## config.mk

```make
export PLATFORM = sky130hd
export DESIGN_NAME = exp_backoff_multi
export DESIGN_NICKNAME = d
export VERILOG_FILES = /design/src/rtl/exp_backoff_multi.sv
export SDC_FILE = /design/constraint.sdc
export NUM_CORES = 1
export LEC_CHECK = 0
export BUFFER_PORTS_ARGS = -buffer_cell sky130_fd_sc_hd__buf_2
export CORE_MARGIN = 4
export CORE_UTILIZATION = 63
export CTS_CLUSTER_DIAMETER = 120
export CTS_CLUSTER_SIZE = 25
export DETAILED_ROUTE_END_ITERATION = 10
export GPL_ROUTABILITY_DRIVEN = 0
export PLACE_DENSITY = 0.88
export SYNTH_ARGS = -nofsm -noshare
export SYNTH_HDL_FRONTEND = slang
export SYNTH_SLANG_ARGS = --single-unit
export TNS_END_PERCENT = 20
```

## constraint.sdc

```tcl
create_clock -name clk_i -period 3.19 [get_ports clk_i]
set_input_delay 0.319 -clock clk_i [delete_from_list [all_inputs] [get_ports clk_i]]
set_output_delay 0.319 -clock clk_i [all_outputs]
set_load 0.02 [all_outputs]
```

## src/rtl/exp_backoff_multi.sv

```systemverilog
// exp_backoff_multi: per-channel exponential backoff with LFSR-randomised wait counts and retry limit
module exp_backoff_multi #(
  parameter int          NumChannels = 4,
  parameter logic [15:0] Seed        = 16'hFFFF,
  parameter int          MaxExp      = 16,
  parameter int          MinExp      = 0,
  parameter int          MaxRetries  = 0
) (
  input  logic                           clk_i,
  input  logic                           rst_ni,
  input  logic [NumChannels-1:0]         set_i,
  input  logic [NumChannels-1:0]         clr_i,
  input  logic [$clog2(MaxExp+1)-1:0]    max_exp_i,
  output logic [NumChannels-1:0]         ready_o,
  output logic [NumChannels-1:0]         failed_o
);
  localparam int EW = $clog2(MaxExp + 1);
  localparam logic [EW-1:0] MinE = EW'(MinExp);
  localparam logic [EW-1:0] MaxE = EW'(MaxExp);
  localparam logic [MaxExp-1:0] Floor = MaxExp'((17'd1 << MinExp) - 17'd1);
  localparam logic [31:0] SeedDbl = {Seed, Seed};
  if (MaxExp < 1 || MaxExp > 16) begin : g_bad_max_exp
    $error("MaxExp must be within 1..16");
  end
  if (MinExp < 0 || MinExp > MaxExp) begin : g_bad_min_exp
    $error("MinExp must be within 0..MaxExp");
  end
  if (Seed == 16'h0000) begin : g_bad_seed
    $error("Seed must be non-zero");
  end
  logic [EW-1:0]     eff_exp;
  logic [MaxExp-1:0] cap;
  // runtime cap clamped into [MinExp, MaxExp], shared by all channels
  always_comb begin
    eff_exp = max_exp_i < MinE ? MinE : (max_exp_i > MaxE ? MaxE : max_exp_i);
    cap     = MaxExp'((17'd1 << eff_exp) - 17'd1);
  end
  for (genvar g = 0; g < NumChannels; g++) begin : g_ch
    localparam logic [15:0] ChSeed = SeedDbl[31-(g%16) -: 16];
    logic [15:0]       lfsr_q;
    logic [15:0]       retry_q;
    logic [MaxExp-1:0] mask_q;
    logic [MaxExp-1:0] cnt_q;
    logic [MaxExp-1:0] mask_d;
    logic              failed_q;
    logic              hit;
    // widen the mask by one bit per failed trial, held between the floor and the cap
    always_comb begin
      mask_d = ((mask_q << 1) | MaxExp'(1) | Floor) & cap;
      hit    = (MaxRetries != 0) && (({1'b0, retry_q} + 17'd1) == 17'(MaxRetries));
    end
    // channel state: clr beats set beats count-down; LFSR steps on every set pulse
    always_ff @(posedge clk_i or negedge rst_ni) begin
      if (!rst_ni) begin
        lfsr_q   <= ChSeed;
        mask_q   <= '0;
        cnt_q    <= '0;
        retry_q  <= '0;
        failed_q <= 1'b0;
      end else begin
        if (set_i[g]) lfsr_q <= {lfsr_q[0] ^ lfsr_q[2] ^ lfsr_q[3] ^ lfsr_q[5], lfsr_q[15:1]};
        if (clr_i[g]) begin
          mask_q   <= '0;
          cnt_q    <= '0;
          retry_q  <= '0;
          failed_q <= 1'b0;
        end else if (set_i[g] && !failed_q) begin
          mask_q   <= mask_d;
          retry_q  <= retry_q + 16'(retry_q != 16'hFFFF);
          failed_q <= hit;
          cnt_q    <= hit ? '0 : (mask_d & lfsr_q[MaxExp-1:0]);
        end else if (cnt_q != '0) begin
          cnt_q <= cnt_q - 1'b1;
        end
      end
    end
    assign ready_o[g]  = (cnt_q == '0) && !failed_q;
    assign failed_o[g] = failed_q;
  end
endmodule

```

==> qor.csv <==
stage;metric;value;unit
worst_setup_path;CP max stage cell;or4b_4;
hold_path;hold path cells;2;
clock_network;Worst-path clk slew;70;ps
drt;per-cell routed wire length;18.85;um
worst_setup_path;CP Cell Sequence;inv_1, ha_1, or4b_4, or2_1, nor4_1, buf_2;
finish;Layout Area Growth over Synthesis;9.823;%
clock_network;clk sink count;188;
synthesis;ys async rst share;1.000;
sta;fin crit period;2829;ps
finish;post-route cell area;10130;um2
status;status;completed;
drt;met2 WL;9889;um
placed_design;IO buf count;18;
placed_design;DP Worst Slack;324.4;ps
worst_setup_path;Worst Path Required;2870;ps
synthesis;Synth cell types;57;
sta;worst setup margin;361.3;ps
synthesis;ys flop type;dfrtp_1;
pwr;sequential cell fraction of total power;0.410;
pwr;Cell Pwr Density;1005;nW/um2
pwr;clock share of power;0.209;
finish;# nets final;916;
drt;via count;7001;
floorplan;I/O Pins;23;
floorplan;Std-Cell Rows;43;
placed_design;placed cell area;9523;um2
floorplan;Die W;129.0;um
floorplan;Die Ht;129.0;um
finish;share of layout cells above drive strength 1;0.2266;
pwr;Int Power;6.500;mW
synthesis;Mapped Cells;888;
run;maxcap violations;0;
synthesis;FF+latch count, synth;188;
synthesis;fraction of the yosys area taken by sequential cells;0.5189;
synthesis;top cells by count, synth;dfrtp_1, a21oi_1, dfstp_2;
pwr;Net Sw Power;3.682;mW
pwr;worst vdd ir;0.0008027;V
worst_setup_path;reg2reg start;g_ch[1].cnt_q[0];
pwr;sw frac;0.3616;
grt;gr usage total;0.2619;
clock_network;Inserted Clock Buffers;17;
sta;Setup Viol. Count Final;0;
worst_setup_path;Largest stage delay, worst path;500;ps
finish;Final Util;0.7184;
sta;Max-slew headroom;0.3821;
synthesis;count leader, synth;dfrtp_1;
floorplan;full die area;16640;um2
drt;met1 WL;8885;um
synthesis;mapped cell area;9221;um2
hold_path;Hold Startpoint;clr_i[3];
worst_setup_path;crit path from;g_ch[1].cnt_q[0];
grt;antenna violations before repair;3;
sta;f_max;353.5;MHz
synthesis;Synth Area per Inst;10.38;um2
clock_network;Worst-Skew Late Latency;440;ps
drt;DRC errors left;0;
floorplan;placeable core region;14100;um2
worst_setup_path;startpoint types;flip-flop;
synthesis;area share of the largest cell type after synthesis;0.3365;
synthesis;Synth Warn #;0;
sta;final-report hold violation count;0;
sta;Worst-Margin Slew;922.7;ps
clock_network;CTS tree;yes;
sta;RSZ-0062 raised after global routing;no;
worst_setup_path;WS Path Type;flip-flop to output port;
clock_network;hold_buf cts;1;
clock_network;Clock Tree Buf Depth;2;
drt;Final ANT Viol Nets;0;
drt;First-pass DRT Iterations;6;
worst_setup_path;Reg2Reg Depth;7;
floorplan;Initial Util;0.6542;
finish;Layout Cells excl Fill;1091;
placed_design;# placed instances;1056;
drt;final wirelength;20570;um
synthesis;area leader, netlist;dfrtp_1;
worst_setup_path;Max FO, Critical Path;7;
synthesis;number of flops mapped to enable cells by yosys;0;
placed_design;HPWL after DPL;13200;um
grt;number of global-route vias before repair;6640;
grt;grt total ovfl;0;
grt;first-pass GRT wire length;34170;um
clock_network;H-tree Lvls;4;
sta;clock skew;8.860;ps
drt;Via density;6.417;
sta;Final Max Slew Viols;0;
worst_setup_path;crit end category;output port;
drt;top sig layer;met5;
sta;period utilisation layout;0.8867;
pwr;combinational power share;0.382;
clock_network;post_cts resized;0;
grt;largest net degree at the start of global routing;75;
worst_setup_path;WP data arrival;2510;ps
synthesis;top post-synthesis cells by area;dfrtp_1, dfstp_2, mux2_2, a21oi_1, xnor2_1;
drt;initial DRC count;635;
hold_path;HP Class;primary input to flip-flop;
pwr;Pleak;4.132;nW
clock_network;Root Buffer;clkbuf_16;
sta;Final TNS setup;0;ps
clock_network;setup bufs post-CTS;0;
drt;DR WL met3;1361;um
final timing paths:
kind	endpoint	slack [ps]
max reg2reg	g_ch[1].cnt_q[1]	550
max	ready_o[1]	360
min reg2reg	g_ch[1].mask_q[4]	480
min in group asynchronous	g_ch[0].mask_q[7]	460
min	g_ch[3].mask_q[1]	290
max in group asynchronous	g_ch[2].lfsr_q[6]	1880
critical path: cells and delay by family, from the launching register on:
family	cells	cell delay, ps
AND/OR/NAND/NOR	3	1160
buffers and inverters	2	320
adder cells (fa/ha/maj)	1	190
flip-flops	1	410
routing by layer:
layer,vias up,track usage
met2,212,0.4052
met4,2,0.08709
met5,-,0
li1,3257,-
met3,36,0.06351
met1,3494,0.3671
layout make-up:
type	count	area, um2
clock inverters	9	111.4
well taps	180	225.2
inverters	14	52.55
repair buffers	47	329.1
multi-input cells	628	4141
clock buffers	23	478.0
fillers	999	3969
diodes	2	5.005
flip-flops and latches	188	4785
cells in the final DEF (no fill, tap or decap), types with 8 or more instances in the layout:
cell type,netlist,routed
nor4_1,13,13
nand4_1,35,35
mux2i_1,9,9
nand2b_1,19,19
buf_2,2,17
nor3_1,21,21
dfrtp_1,124,124
inv_1,13,13
nor2_1,63,63
or4_1,8,8
nand3_1,58,58
clkbuf_16,0,17
a21oi_1,77,77
mux2_2,60,60
xor2_1,15,15
buf_4,4,27
dfstp_2,64,64
a32o_1,10,10
a211oi_1,15,15
nand2_1,57,57
a31oi_1,11,11
xnor2_1,42,42
o21ai_0,12,12
a41oi_1,8,8
power groups by stage:
stage          Sequential (mW)  Combinational [mW]  Clock (mW)
2_1_floorplan             3.95                3.13           0
3_3_place_gp              4.14                3.71           0
3_5_place_dp              4.17                3.80           0
4_1_cts                   4.16                3.90        2.15
5_1_grt                   4.27                4.34        2.26
6_report                  4.17                3.89        2.13
stage by stage:
step | hold WS (ps) | power (mW)
after floorplan | 23.41 | 7.073
after global placement | 374.9 | 7.848
after detailed placement | 376.4 | 7.979
after CTS | 266.0 | 10.21
after global routing | 296.9 | 10.87
final | 292.0 | 10.18
flip-flops by register name (all words and copies together) (netlist names):
register     flops
g_ch.mask_q     60
g_ch.cnt_q      64
g_ch.lfsr_q     64
cell families (layout without fill, tap and decap cells):
family | Yosys count | count (layout) | synth area share
adders and majority gates | 5 | 5 | 0.006784
buffers and inverters | 75 | 93 | 0.03324
AOI/OAI and AO/OA | 174 | 174 | 0.1202
other | 1 | 6 | 0.0004067
and+or+nand+nor | 319 | 319 | 0.1833
DFF | 188 | 188 | 0.5189
xor gates and xnor gates | 57 | 57 | 0.05414
muxes | 69 | 69 | 0.08304
Note: power is estimated with default switching activity, not from simulation.
